[config.mk]
export PLATFORM = sky130hd
export DESIGN_NAME = led_driver_module
export DESIGN_NICKNAME = d
export VERILOG_FILES = /design/src/rtl/led_driver_module.sv
export SDC_FILE = /design/constraint.sdc
export NUM_CORES = 1
export LEC_CHECK = 0
export BUFFER_PORTS_ARGS = -buffer_cell sky130_fd_sc_hd__clkbuf_2
export CORE_ASPECT_RATIO = 0.5
export CORE_UTILIZATION = 40
export DETAILED_ROUTE_END_ITERATION = 10
export PLACE_DENSITY = 0.64
export SYNTH_ARGS = -nofsm -noshare
export SYNTH_HDL_FRONTEND = slang
export SYNTH_SLANG_ARGS = --single-unit
[constraint.sdc]
create_clock -name CLK -period 2.9 [get_ports CLK]
set_input_delay 0.145 -clock CLK [delete_from_list [all_inputs] [get_ports CLK]]
set_output_delay 0.145 -clock CLK [all_outputs]
set_load 0.05 [all_outputs]
[src/rtl/led_driver_module.sv]
// Five-channel LED driver: per-channel off/on/blink/breathe modes with
// 4-bit PWM brightness, all channels sharing one 1 ms timebase so that
// blinking and breathing channels stay phase-aligned.
module led_driver_module #(
  parameter int unsigned TICK_DIV   = 50000,
  parameter int unsigned BLINK_MS   = 250,
  parameter int unsigned BREATHE_MS = 32,
  parameter int unsigned ACTIVE_LOW = 1
) (
  input  logic       CLK,
  input  logic       RST,
  input  logic       Cmd_Valid,
  output logic       Cmd_Ready,
  input  logic [2:0] Cmd_Chan,
  input  logic [1:0] Cmd_Mode,
  input  logic [3:0] Cmd_Level,
  output logic       Cmd_Err,
  output logic [4:0] LED_Out
);

  localparam int unsigned TW = (TICK_DIV   > 1) ? $clog2(TICK_DIV)   : 1;
  localparam int unsigned BW = (BLINK_MS   > 1) ? $clog2(BLINK_MS)   : 1;
  localparam int unsigned RW = (BREATHE_MS > 1) ? $clog2(BREATHE_MS) : 1;

  localparam logic [1:0] MODE_OFF     = 2'b00;
  localparam logic [1:0] MODE_ON      = 2'b01;
  localparam logic [1:0] MODE_BLINK   = 2'b10;
  localparam logic [1:0] MODE_BREATHE = 2'b11;

  localparam logic [4:0] LED_DARK = (ACTIVE_LOW != 0) ? 5'b11111 : 5'b00000;

  logic [TW-1:0] tick_cnt_q, tick_cnt_d;
  logic          tick;
  logic [BW-1:0] blink_cnt_q, blink_cnt_d;
  logic          blink_phase_q, blink_phase_d;
  logic [RW-1:0] brth_cnt_q, brth_cnt_d;
  logic [3:0]    brth_lvl_q, brth_lvl_d;
  logic          brth_up_q, brth_up_d;
  logic [3:0]    pwm_cnt_q;

  logic [1:0]    mode_q  [5];
  logic [3:0]    level_q [5];
  logic          ready_q;
  logic          err_q;
  logic [4:0]    led_q, led_d;
  logic [3:0]    src_lvl [5];
  logic [4:0]    lit;

  logic accept;
  logic chan_ok;

  assign accept    = Cmd_Valid & ready_q;
  assign chan_ok   = (Cmd_Chan <= 3'd4);
  assign Cmd_Ready = ready_q;
  assign Cmd_Err   = err_q;
  assign LED_Out   = led_q;

  // Shared timebase: 1 ms tick, blink phase and breathe triangle.
  always_comb begin
    tick          = (tick_cnt_q == TW'(TICK_DIV - 1));
    tick_cnt_d    = tick ? '0 : tick_cnt_q + TW'(1);
    blink_cnt_d   = blink_cnt_q;
    blink_phase_d = blink_phase_q;
    brth_cnt_d    = brth_cnt_q;
    brth_lvl_d    = brth_lvl_q;
    brth_up_d     = brth_up_q;
    if (tick) begin
      if (blink_cnt_q == BW'(BLINK_MS - 1)) begin
        blink_cnt_d   = '0;
        blink_phase_d = ~blink_phase_q;
      end else begin
        blink_cnt_d = blink_cnt_q + BW'(1);
      end
      if (brth_cnt_q == RW'(BREATHE_MS - 1)) begin
        brth_cnt_d = '0;
        // Endpoints reverse direction immediately so 15 and 0 last one step.
        if (brth_up_q) begin
          if (brth_lvl_q == 4'd15) begin
            brth_lvl_d = 4'd14;
            brth_up_d  = 1'b0;
          end else begin
            brth_lvl_d = brth_lvl_q + 4'd1;
          end
        end else begin
          if (brth_lvl_q == 4'd0) begin
            brth_lvl_d = 4'd1;
            brth_up_d  = 1'b1;
          end else begin
            brth_lvl_d = brth_lvl_q - 4'd1;
          end
        end
      end else begin
        brth_cnt_d = brth_cnt_q + RW'(1);
      end
    end
  end

  // Timebase and PWM registers; never restarted by commands.
  always_ff @(posedge CLK) begin
    if (RST) begin
      tick_cnt_q    <= '0;
      blink_cnt_q   <= '0;
      blink_phase_q <= 1'b0;
      brth_cnt_q    <= '0;
      brth_lvl_q    <= '0;
      brth_up_q     <= 1'b1;
      pwm_cnt_q     <= '0;
    end else begin
      tick_cnt_q    <= tick_cnt_d;
      blink_cnt_q   <= blink_cnt_d;
      blink_phase_q <= blink_phase_d;
      brth_cnt_q    <= brth_cnt_d;
      brth_lvl_q    <= brth_lvl_d;
      brth_up_q     <= brth_up_d;
      pwm_cnt_q     <= pwm_cnt_q + 4'd1;
    end
  end

  // Command intake: load the addressed channel, flag out-of-range channels.
  always_ff @(posedge CLK) begin
    if (RST) begin
      for (int unsigned i = 0; i < 5; i++) begin
        mode_q[i]  <= MODE_OFF;
        level_q[i] <= '0;
      end
      ready_q <= 1'b0;
      err_q   <= 1'b0;
    end else begin
      for (int unsigned i = 0; i < 5; i++) begin
        if (accept && (Cmd_Chan == 3'(i))) begin
          mode_q[i]  <= Cmd_Mode;
          level_q[i] <= Cmd_Level;
        end
      end
      ready_q <= 1'b1;
      err_q   <= accept & ~chan_ok;
    end
  end

  // Per-channel brightness source and PWM lit decision; a dark source is level 0.
  always_comb begin
    lit = '0;
    for (int unsigned i = 0; i < 5; i++) begin
      src_lvl[i] = '0;
      case (mode_q[i])
        MODE_ON:      src_lvl[i] = level_q[i];
        MODE_BLINK:   src_lvl[i] = blink_phase_q ? level_q[i] : 4'd0;
        MODE_BREATHE: src_lvl[i] = brth_lvl_q;
        default:      src_lvl[i] = 4'd0;
      endcase
      lit[i] = (src_lvl[i] == 4'd15) || (pwm_cnt_q < src_lvl[i]);
    end
    led_d = (ACTIVE_LOW != 0) ? ~lit : lit;
  end

  // Registered pin drive.
  always_ff @(posedge CLK) begin
    if (RST) begin
      led_q <= LED_DARK;
    end else begin
      led_q <= led_d;
    end
  end

endmodule

# [After elaboration in Yosys (flattened, before gate mapping)]
# Memories as Yosys holds them, arrays and structs flattened.
# Cells that the tools add are included.
[word_totals] regBits=46 latchBits=0 mem_bits_rw=30 romBits=0 in_bits=12 wordCells=128 mem_count=2
[op_classes] addsub=6 mul=0 div_mod_pow=0 order_cmp=6 n_eq_ne=28 shift=0 n_mux=46 bitwise_logic=15 n_reduce_logical=15
[memory_table] name="level_q" words=5 width=4 read_ports=5 rd_clocked_by_memory_dff=0 write_ports=5 line="42" rtl="logic [3:0] level_q [5];"
[memory_table] name="mode_q" words=5 width=2 read_ports=5 rd_clocked_by_memory_dff=0 write_ports=5 line="41" rtl="logic [1:0] mode_q [5];"
[op_table] operator="4-bit one-hot mux with 3 select lines" count=5
[op_table] operator="4-bit 2-to-1 mux" count=13
[op_table] operator="4-bit == test, second input constant" count=6
[op_table] operator="1-bit 2-to-1 mux" count=21
[op_table] operator="2-bit == test, second input constant" count=10
[op_table] operator="4-bit < comparator" count=5
[op_table] operator="16-bit by 1-bit adder with 16-bit output, second input constant" count=1
[op_table] operator="16-bit == test, second input constant" count=1
[op_table] operator="2-bit by 1-bit == test with 1-bit output, second input constant" count=5
[op_table] operator="2-bit 2-to-1 mux" count=5
[op_table] operator="1-bit bitwise OR" count=10
[op_table] operator="4-bit by 1-bit adder with 4-bit output, second input constant" count=2
[op_table] operator="8-bit by 1-bit adder with 8-bit output, second input constant" count=1
[op_table] operator="8-bit == test, second input constant" count=1
[op_table] operator="8-bit 2-to-1 mux" count=1
[op_table] operator="3-bit by 2-bit == test with 1-bit output, second input constant" count=2
[op_table] operator="5-bit by 1-bit adder with 5-bit output, second input constant" count=1
[op_table] operator="5-bit == test, second input constant" count=1
[op_table] operator="1-bit logical AND" count=5
[op_table] operator="1-bit logical OR" count=5
[op_table] operator="5-bit 2-to-1 mux" count=1
[op_table] operator="5-bit inverter" count=1
[op_table] operator="4-bit logical NOT" count=1
[op_table] operator="2-bit AND reduction" count=2
[op_table] operator="8 further kinds" count=10

# [Depth between registers and ports, before layout]
# Gate-level depths: netlist (run 1).
[logic_depth] depth_word=6 depth_mapped=8 mapped_depth_nobuf=7

# [Worst setup path after synthesis (run 1)]
# OpenSTA, ideal clock, no wires.
[synth_path] path_type="reg-to-reg" start="register tick_cnt_q[12]" end="register brth_cnt_q[3]" arrival_time_ns=2.063 setup_slack_ns=0.767 path_stages_with_launch=6 n_path_buf=1 path_cell_list="dfxtp_1 > or4_4 > or4_1 > buf_2 > or4_1 > a21oi_1"
[synth_via] elab_chain_len=1
[synth_rtl] item="start: declaration" line="32" rtl="logic [TW-1:0] tick_cnt_q, tick_cnt_d;"
[synth_rtl] item="start signal: assignment" line="109" rtl="tick_cnt_q <= tick_cnt_d;"
[synth_rtl] item="16-bit == test" line="60" rtl="tick = (tick_cnt_q == TW'(TICK_DIV - 1));"
[synth_rtl] item="end signal: assignment" line="112" rtl="brth_cnt_q <= brth_cnt_d;"
[synth_rtl] item="end: declaration" line="36" rtl="logic [RW-1:0] brth_cnt_q, brth_cnt_d;"
# No other way between the ends.
# A chain may end at the register's enable or synchronous reset.

# [Final worst setup path (run 1)]
# Ends and elaborated chain as after synthesis.

==> results.json, run 1 <==
{
  "ys.flop_type": "dfxtp_1",
  "first_iter_violations": 186,
  "area_growth_pct": 13.10,
  "worst_slack_ps": 472.7,
  "required_ps": 3170,
  "slew_headroom_pct": 36.53,
  "netlist_area_um2": 3907,
  "hpwl_um": 5424,
  "cp_top_family": "simple AND/OR/NAND/NOR gates",
  "synth_nets": 423,
  "skew_ps": 6.008,
  "power_density_nw_per_um2": 542.2,
  "max-cap-violations": 0,
  "die_y_um": 71.89,
  "h-tree-depth": 3,
  "wl_per_cell_um": 13.99,
  "max_freq_ghz": 0.4120,
  "crit_chain": "or4_4 -> or4_1 -> or4_1 -> a21oi_1",
  "synth.distinct_cells": 45,
  "grt_overflow": 0,
  "arrival_ps": 2690,
  "yosysMostFrequentCell": "dfxtp_1",
  "wl_um": 7609,
  "min_period_over_period_pct": 83.70,
  "cts_tree": "done",
  "critical_path.max_stage_delay_ps": 780,
  "netlist_instances": 388,
  "vdd_drop_max_mv": 0.2220,
  "cts.path.max_buffers": 2,
  "drc_errors": 0,
  "yosys-top-cells-area": "dfxtp_1, edfxtp_1, ha_1, mux2_2, a22oi_1",
  "fin_area_um2": 4419,
  "path_buf_inv": 0,
  "fin_crit_ps": 2427,
  "die_w_um": 141.8,
  "cts_hold_buf": 0,
  "path_clk_slew_ps": 60,
  "cts_made_buffers": 9,
  "synthTopCellsByCount": "dfxtp_1, edfxtp_1, nand2_1",
  "port_buffers": 18,
  "insertedDiodeCount": 0,
  "vias": 2935,
  "status": "finished, final reports clean",
  "total_power_mw": 2.396,
  "final_layout_size_suffix_gt1_share_pct": 14.91,
  "synth_largest_area_cell": "dfxtp_1",
  "end_kind": "register",
  "cts_sinks": 76,
  "crit_path_top_delay_cell": "or4_1",
  "final_nets": 439,
  "p_int_mw": 1.822,
  "fin_util_pct": 46.63,
  "final.setup.tns_ps": 0,
  "grt_usage_pct": 16.21,
  "root_buffer": "clkbuf_16",
  "io_pins": 19,
  "initial_core_util_pct": 41.23,
  "place_inst": 528,
  "synthArstFlopShare_pct": 0,
  "grt_max_degree": 26,
  "hp-class": "in2reg",
  "synth_top_area_share_pct": 23.57,
  "ys_seq_elements": 76,
  "avgSynthCellArea_um2": 10.07,
  "post_cts_buffers": 0,
  "leakagePower_nw": 1.611,
  "crit_fanout": 18,
  "place_congestion": 0.7700,
  "synth-edff-count": 30,
  "clk_latency_ps": 330,
  "firstDrtPassIters": 4,
  "ys_seq_area_share_pct": 46.62,
  "antenna_found_initial": 0,
  "clock_power_share_pct": 44.0,
  "comb_power_share_pct": 7.0,
  "crit_path_frequent_cell": "or4_1",
  "setup_viol": 0,
  "tightest_slew_ps": 942.1,
  "ys_warn_count": 0,
  "die_area_um2": 10190,
  "hold_violations": 0,
  "grt_setup_unrepaired": "false",
  "core_um2": 9478,
  "start_kind": "register",
  "place_area_um2": 4133,
  "ctsResizeCount": 0,
  "ant_nets": 0,
  "crit_type": "reg2reg",
  "final_max_slew_viol_count": 0,
  "finalHoldWorstSlack_ps": 116.3,
  "viasPerCell": 5.395,
  "p_switching_uw": 573.6,
  "seq_power_share_pct": 49.0,
  "rows": 25,
  "grt_pass1_vias": 2674,
  "dp_slack_ps": 465.7,
  "final_cells": 544,
  "grt_pass1_wl_um": 12810,
  "switching_share_pct": 23.94
}
[kinds of logic (layout without fill, tap and decap cells)]
family	after synthesis	count (layout)	share of synthesized area, %
simple gates	136	136	18.83
compound gates	92	92	15.50
flops	76	76	46.62
buf+inv	26	47	2.562
fa+ha+maj	23	23	7.365
mux	20	20	5.764
xor+xnor	15	15	3.362
[metal layers]
metal  track usage (%)  routed length, µm  vias up
met4             6.213                 55        0
met3             4.488                181        6
met5                 0                  0        -
met2             26.82               3592       28
li1                  -                  -     1511
met1             20.45               3779     1390
[cell usage in the layout, fill, tap and decap left out, types with 17 or more instances in the layout]
| cell | n |
|---|---|
| mux2_2 | 20 |
| a22oi_1 | 20 |
| nand2_1 | 27 |
| ha_1 | 23 |
| clkbuf_2 | 18 |
| o21ai_0 | 17 |
| a21oi_1 | 24 |
| nor2_1 | 25 |
| dfxtp_1 | 46 |
| edfxtp_1 | 30 |
[worst reg2reg max path, cell delays in order (launching register included)]
cell	delay, ps
dfxtp_1	350
or4_4	530
or4_1	780
or4_1	550
a21oi_1	140
[final timing paths]
check | cells past startpoint | slack [ps] | startpoint | to
worst max-delay path | 4 | 470 | tick_cnt_q[12] | brth_cnt_q[3]
worst min-delay path | 3 | 120 | Cmd_Valid | Cmd_Err
worst max register to register | 4 | 470 | tick_cnt_q[12] | brth_cnt_q[3]
worst min register to register | 2 | 460 | brth_cnt_q[4] | brth_cnt_q[4]
[layout make-up]
type	count	area (µm²)
well taps	135	168.9
clock buffers	10	239.0
inverters	10	37.54
multi-input cells	286	1992
fillers	878	5059
flip-flops and latches	76	1822
clock inverters	6	47.55
repair buffers	21	112.6
[power groups by stage]
stage	Sequential, mW	Clock (mW)	Combinational (mW)
3_3_place_gp	1.20	0	0.167
6_report	1.17	1.05	0.168
3_5_place_dp	1.20	0	0.170
2_1_floorplan	1.22	0	0.0968
4_1_cts	1.17	1.08	0.170
5_1_grt	1.18	1.12	0.191
[state kept, by name, indices dropped and copies added (netlist names)]
register	cells
Cmd_Err	1
tick_cnt_q	16
Cmd_Ready	1
pwm_cnt_q	4
brth_lvl_q	4
LED_Out	5
mode_q	10
brth_up_q	1
blink_cnt_q	8
blink_phase_q	1
level_q	20
brth_cnt_q	5
No activity file was read; power rests on OpenSTA's default activity.
==> inputs of run 2 (changes only) <==
- ABC_AREA: default -> 1
- clock period: 2.9 -> 2.5 ns (I/O delays scaled with it)
==> run 2 against run 1 <==
Against the previous run:
- sequential cell count unchanged
- power increased by 22%
- sequential share of layout area decreased by 3.2 points
- synthesized area increased by 8.4%
- combinational power increased by 21%
- global-route usage about the same
- worst hold slack improved by 19 ps
- critical path depth increased by 4
- clock power increased by 30%
- largest cell class unchanged
- highest routed layer unchanged
==> results.json, run 2 <==
{
  "status": "finished, final reports clean",
  "synth_top_area_share_pct": 21.75,
  "skew_ps": 7.472,
  "final_cells": 746,
  "initial_core_util_pct": 41.32,
  "synthTopCellsByCount": "nand2_1, inv_1, nor2_1",
  "wl_met1_um": 4219,
  "place_inst": 730,
  "min_period_over_period_pct": 69.17,
  "vias": 3438,
  "grt_overflow": 0,
  "setup_viol": 0,
  "synth_largest_area_cell": "dfxtp_1",
  "die_w_um": 147.5,
  "root_buffer": "clkbuf_16",
  "core_um2": 10250,
  "total_power_mw": 2.916,
  "layout_commonest_cell": "nand2_1",
  "cts.path.max_buffers": 2,
  "hpwl_um": 6090,
  "max_freq_ghz": 0.5783,
  "firstDrtPassIters": 6,
  "hp-start": "Cmd_Chan[2]",
  "end_kind": "register",
  "final.setup.tns_ps": 0,
  "h-tree-depth": 3,
  "route.met2.wl_um": 3646,
  "antenna_found_initial": 0,
  "cts_sinks": 76,
  "hold_violations": 0,
  "cts_tree": "done",
  "avgSynthCellArea_um2": 7.338,
  "synthArstFlopShare_pct": 0,
  "largest_reg_flops": 20,
  "ys.flop_type": "dfxtp_1",
  "drc_errors": 0,
  "die_y_um": 74.75,
  "start_kind": "register",
  "io_pins": 19,
  "final_nets": 636,
  "wl_um": 8092,
  "grt_pass1_vias": 3100,
  "arrival_ps": 1940,
  "rows": 26,
  "insertedDiodeCount": 0,
  "crit_type": "reg2reg",
  "wl_per_cell_um": 10.85,
  "crit_fanout": 12,
  "grt_max_degree": 24,
  "ant_nets": 0,
  "area_growth_pct": 13.18,
  "die_area_um2": 11030,
  "place_congestion": 0.7734,
  "ys_seq_elements": 76,
  "grt_pass1_wl_um": 13860,
  "top_layer": "met4",
  "fin_crit_ps": 1729,
  "vdd_drop_max_mv": 0.2288,
  "r2r_slack_ps": 770,
  "route.met3.wl_um": 207,
  "final_max_slew_viol_count": 0,
  "regToRegStartpoint": "blink_phase_q",
  "top_register": "level_q",
  "netlist_instances": 577,
  "slew_headroom_pct": 35.67,
  "top_regs": "level_q (20), tick_cnt_q (16), mode_q (10)",
  "max-cap-violations": 0,
  "dp_slack_ps": 735.4,
  "post_cts_buffers": 0,
  "most-common-layout-cells": "nand2_1, inv_1, nor2_1, dfxtp_1, nand3_1",
  "grt_setup_unrepaired": "false",
  "viasPerCell": 4.609,
  "worst_slack_ps": 770.7,
  "port_buffers": 18,
  "ys_seq_area_share_pct": 43.03,
  "ys_warn_count": 0,
  "required_ps": 2720,
  "finalHoldWorstSlack_ps": 134.8,
  "netlist_area_um2": 4234,
  "synth-edff-count": 30,
  "path_clk_slew_ps": 60,
  "cts_made_buffers": 9,
  "clk_latency_ps": 340,
  "power_density_nw_per_um2": 608.6,
  "yosysMostFrequentCell": "nand2_1",
  "synth_nets": 612,
  "ctsResizeCount": 0,
  "hp-class": "in2reg",
  "cts_hold_buf": 0,
  "leakagePower_nw": 2.119,
  "final_layout_size_suffix_gt1_share_pct": 8.746,
  "tightest_slew_ps": 954.9,
  "grt_usage_pct": 16.20,
  "yosys-top-cells-area": "dfxtp_1, edfxtp_1, nand2_1, inv_1, ha_1",
  "crit_start": "blink_phase_q",
  "first_iter_violations": 158,
  "synth.distinct_cells": 33
}
[run 2: changes by cell type in the layout (fill, tap and decap cells not counted), moves of 6 or more]
cell	change
o21bai_1	+6
and2_1	-6
nor2_1	+34
inv_1	+93
mux2_2	-20
o21ai_0	-8
a22oi_1	-20
nand2_1	+129
nand2b_1	-8
a21oi_1	+12
nor4_1	-8
xnor2_1	-7
nand3_1	+30
and3b_1	-7
[run 2: worst max-delay path, stage by stage, from the launching register on]
cell and delay [ps]:
dfxtp_1 570, a21oi_1 180, o21bai_1 210, inv_1 60, ha_1 290, a21oi_1 150
nand2_1 60, nand2_1 50, nand2_1 40
[run 2: worst paths after layout]
kind | end | depth (start not counted)
setup / recovery | LED_Out[3] | 8
hold reg to reg | tick_cnt_q[0] | 1
setup reg to reg | LED_Out[3] | 8
hold / removal | Cmd_Err | 3
[run 2: cells by family (layout without fill, tap and decap cells)]
kind of cell               Yosys count  after routing  synth area share (%)
AOI/OAI and AO/OA                   56             56                 7.269
xor gates and xnor gates             9              9                 1.862
adders and majority gates           23             23                 6.797
buffers and inverters              116            145                 10.58
DFF                                 76             76                 43.03
and+or+nand+nor                    297            297                 30.47
[run 2: cell type report]
cell class                 count  area (µm²)
fill                        1005        5455
multi-input combinational    385        1964
clock inverter                 5       76.32
inverter                     107       401.6
timing repair buffer          22       120.1
clock buffer                  11       232.7
tap                          140       175.2
sequential                    76        1822
[run 2: metrics by stage]
stage / area, µm² / util (%)
after floorplan: 4234 / -
after global placement: 4483 / 43.75
after detailed placement: 4483 / 43.75
after CTS: 4792 / 46.76
after global routing: 4792 / 46.76
final: 4792 / 46.76
[run 2: per-layer routing]
| metal | up-vias | global-route usage [%] |
|---|---|---|
| met1 | 1527 | 20.50 |
| met2 | 28 | 26.68 |
| li1 | 1880 | - |
| met4 | 0 | 5.727 |
| met5 | - | 0 |
| met3 | 3 | 5.030 |
[run 2: report_power, final]
part / total (mW) / leakage (nW) / internal [mW] / switching, mW
clock: 1.36 / 0.147 / 0.869 / 0.487
combinational: 0.204 / 1.28 / 0.0635 / 0.140
sequential: 1.36 / 0.695 / 1.33 / 0.0276
==> inputs of run 3 (changes only) <==
- PLACE_DENSITY: 0.64 -> 0.66
- clock period: 2.5 -> 1.55 ns (I/O delays scaled with it)
==> run 3 against run 2 <==
Against the previous run:
- sequential share of layout area is 4.3 points lower
- first-iteration DRC count is 18% higher
- worst hold slack worse by 13 ps
- wire length is 13% higher
- power is 53% higher
- clock-buffer cell count stayed put
- combinational power is 110% higher
- the flow now finishes with violations (DRC, setup timing)
- sequential power is 61% higher
- critical path type unchanged
- die area stayed put
- critical endpoint is now LED_Out[0]
- maximum frequency is 7.6% higher
- clock power is 35% higher
==> results.json, run 3 (synthesis results as in run 2) <==
{
  "root_buffer": "clkbuf_16",
  "port_buffers": 18,
  "die_area_um2": 11030,
  "crit_path_frequent_cell": "nand2_1",
  "place_area_um2": 4761,
  "comb_power_share_pct": 9.6,
  "cp_top_family": "flip-flops",
  "h-tree-depth": 3,
  "clk_latency_ps": 330,
  "seq_power_share_pct": 49.1,
  "die_y_um": 74.75,
  "setup_viol": 4,
  "use_met2_pct": 31.50,
  "hold_violations": 0,
  "crit_type": "reg2reg",
  "slew_headroom_pct": 61.87,
  "path_clk_slew_ps": 60,
  "violations": "DRC, setup timing",
  "critical_path.max_stage_delay_ps": 450,
  "p_int_mw": 3.408,
  "hp-class": "in2reg",
  "leakagePower_nw": 2.369,
  "final_layout_size_suffix_gt1_share_pct": 25.42,
  "final_nets": 684,
  "dp_slack_ps": -68.72,
  "min_period_over_period_pct": 103.7,
  "power_density_nw_per_um2": 822.4,
  "cts_made_buffers": 9,
  "worst_slack_ps": -57.62,
  "firstDrtPassIters": 7,
  "grt.busiest_layer": "met2",
  "max-cap-violations": 0,
  "wl_um": 9118,
  "place_inst": 761,
  "vias": 3710,
  "path_buf_inv": 2,
  "clock_power_share_pct": 41.3,
  "cts.path.max_buffers": 2,
  "max_freq_ghz": 0.6220,
  "grt_setup_unrepaired": "true",
  "most-common-layout-cells": "nand2_1, inv_1, nor2_1, nand3_1, buf_4",
  "tightest_slew_ps": 571.1,
  "vdd_drop_max_mv": 0.4439,
  "rows": 26,
  "end_kind": "register",
  "core_um2": 10250,
  "crit_path_top_delay_cell": "edfxtp_1",
  "grt_use_met3_pct": 3.758,
  "cts_sinks": 76,
  "final_max_slew_viol_count": 0,
  "ant_nets": 0,
  "p_switching_mw": 1.055,
  "die_w_um": 147.5,
  "final_cells": 793,
  "layout_commonest_cell": "nand2_1",
  "first_iter_violations": 187,
  "hpwl_um": 6280,
  "start_kind": "register",
  "arrival_ps": 1830,
  "grt_pass1_wl_um": 14860,
  "required_ps": 1770,
  "fin_area_um2": 5428,
  "io_pins": 19,
  "status": "finished, violations left",
  "area_growth_pct": 28.19,
  "skew_ps": 3.991,
  "grt_pass1_vias": 3314,
  "grt_max_degree": 22,
  "top_register": "level_q",
  "fin_crit_ps": 1608,
  "viasPerCell": 4.678,
  "drc_errors": 2,
  "cts_tree": "done",
  "finalHoldWorstSlack_ps": 122.0,
  "place_congestion": 0.8358,
  "antenna_found_initial": 0,
  "initial_core_util_pct": 41.32,
  "switching_share_pct": 23.65,
  "largest_reg_flops": 20,
  "grt_overflow": 0,
  "grt_usage_pct": 17.38,
  "top_regs": "level_q (20), tick_cnt_q (16), mode_q (10)",
  "wl_per_cell_um": 11.50,
  "grt_use_met1_pct": 20.87,
  "insertedDiodeCount": 0,
  "crit_fanout": 4,
  "crit_chain": "nor2_2 -> a21oi_2 -> o21bai_1 -> inv_1 -> ha_1 -> nand2_1 -> inv_1 -> nand2_1 -> nand2_1 -> nand2_1 -> nand2_1"
}
==> run 3: area by class of cell <==
class | instances | area [µm²]
Fill cell | 956 | 4820
Multi-Input combinational cell | 385 | 2241
Sequential cell | 76 | 1828
Timing Repair Buffer | 70 | 523.0
Inverter | 107 | 401.6
Clock buffer | 11 | 242.7
Tap cell | 140 | 175.2
Clock inverter | 4 | 16.27
==> run 3: power groups by stage <==
stage	Clock [mW]	Sequential (mW)	Combinational, mW
2_1_floorplan	0	2.28	0.189
3_3_place_gp	0	2.22	0.368
3_5_place_dp	0	2.22	0.375
4_1_cts	1.88	2.18	0.392
5_1_grt	1.96	2.20	0.484
6_report	1.84	2.19	0.427
==> run 3: worst min-delay path, cell delays in order <==
cell and delay, ps:
clkbuf_2 130, inv_1 120, nor4_1 70
==> run 3: path summary, 6_finish.rpt <==
path / startpoint / to / slack, ps / cells past startpoint
max: mode_q[0][0] / LED_Out[0] / -60 / 11
max reg2reg: mode_q[0][0] / LED_Out[0] / -60 / 11
min reg2reg: pwm_cnt_q[0] / pwm_cnt_q[0] / 460 / 1
min: Cmd_Chan[2] / Cmd_Err / 120 / 3
==> run 3: routing by layer <==
layer	wire, µm	vias to the layer above	part of all wire, %
li1	-	1972	-
met3	387	14	4.2
met5	0	-	0
met2	4388	68	48
met4	150	0	1.6
met1	4191	1656	46
==> run 3: repair_timing <==
action	CTS	global route
setup buffers	6	10
resized for setup	16	62
pin swaps	12	33
endpoints found under the setup margin	6	25
hold buffers	1	0
hold endpoints to repair	1	0
==> run 3: through the flow <==
step                      TNS (ps)  total power [mW]  util, %
after floorplan                  0             2.472        -
after global placement      -77.04             2.591    46.46
after detailed placement    -181.8             2.598    46.46
after CTS                   -35.39             4.452    50.13
after global routing         -1023             4.649    52.97
final                       -136.1             4.464    52.97
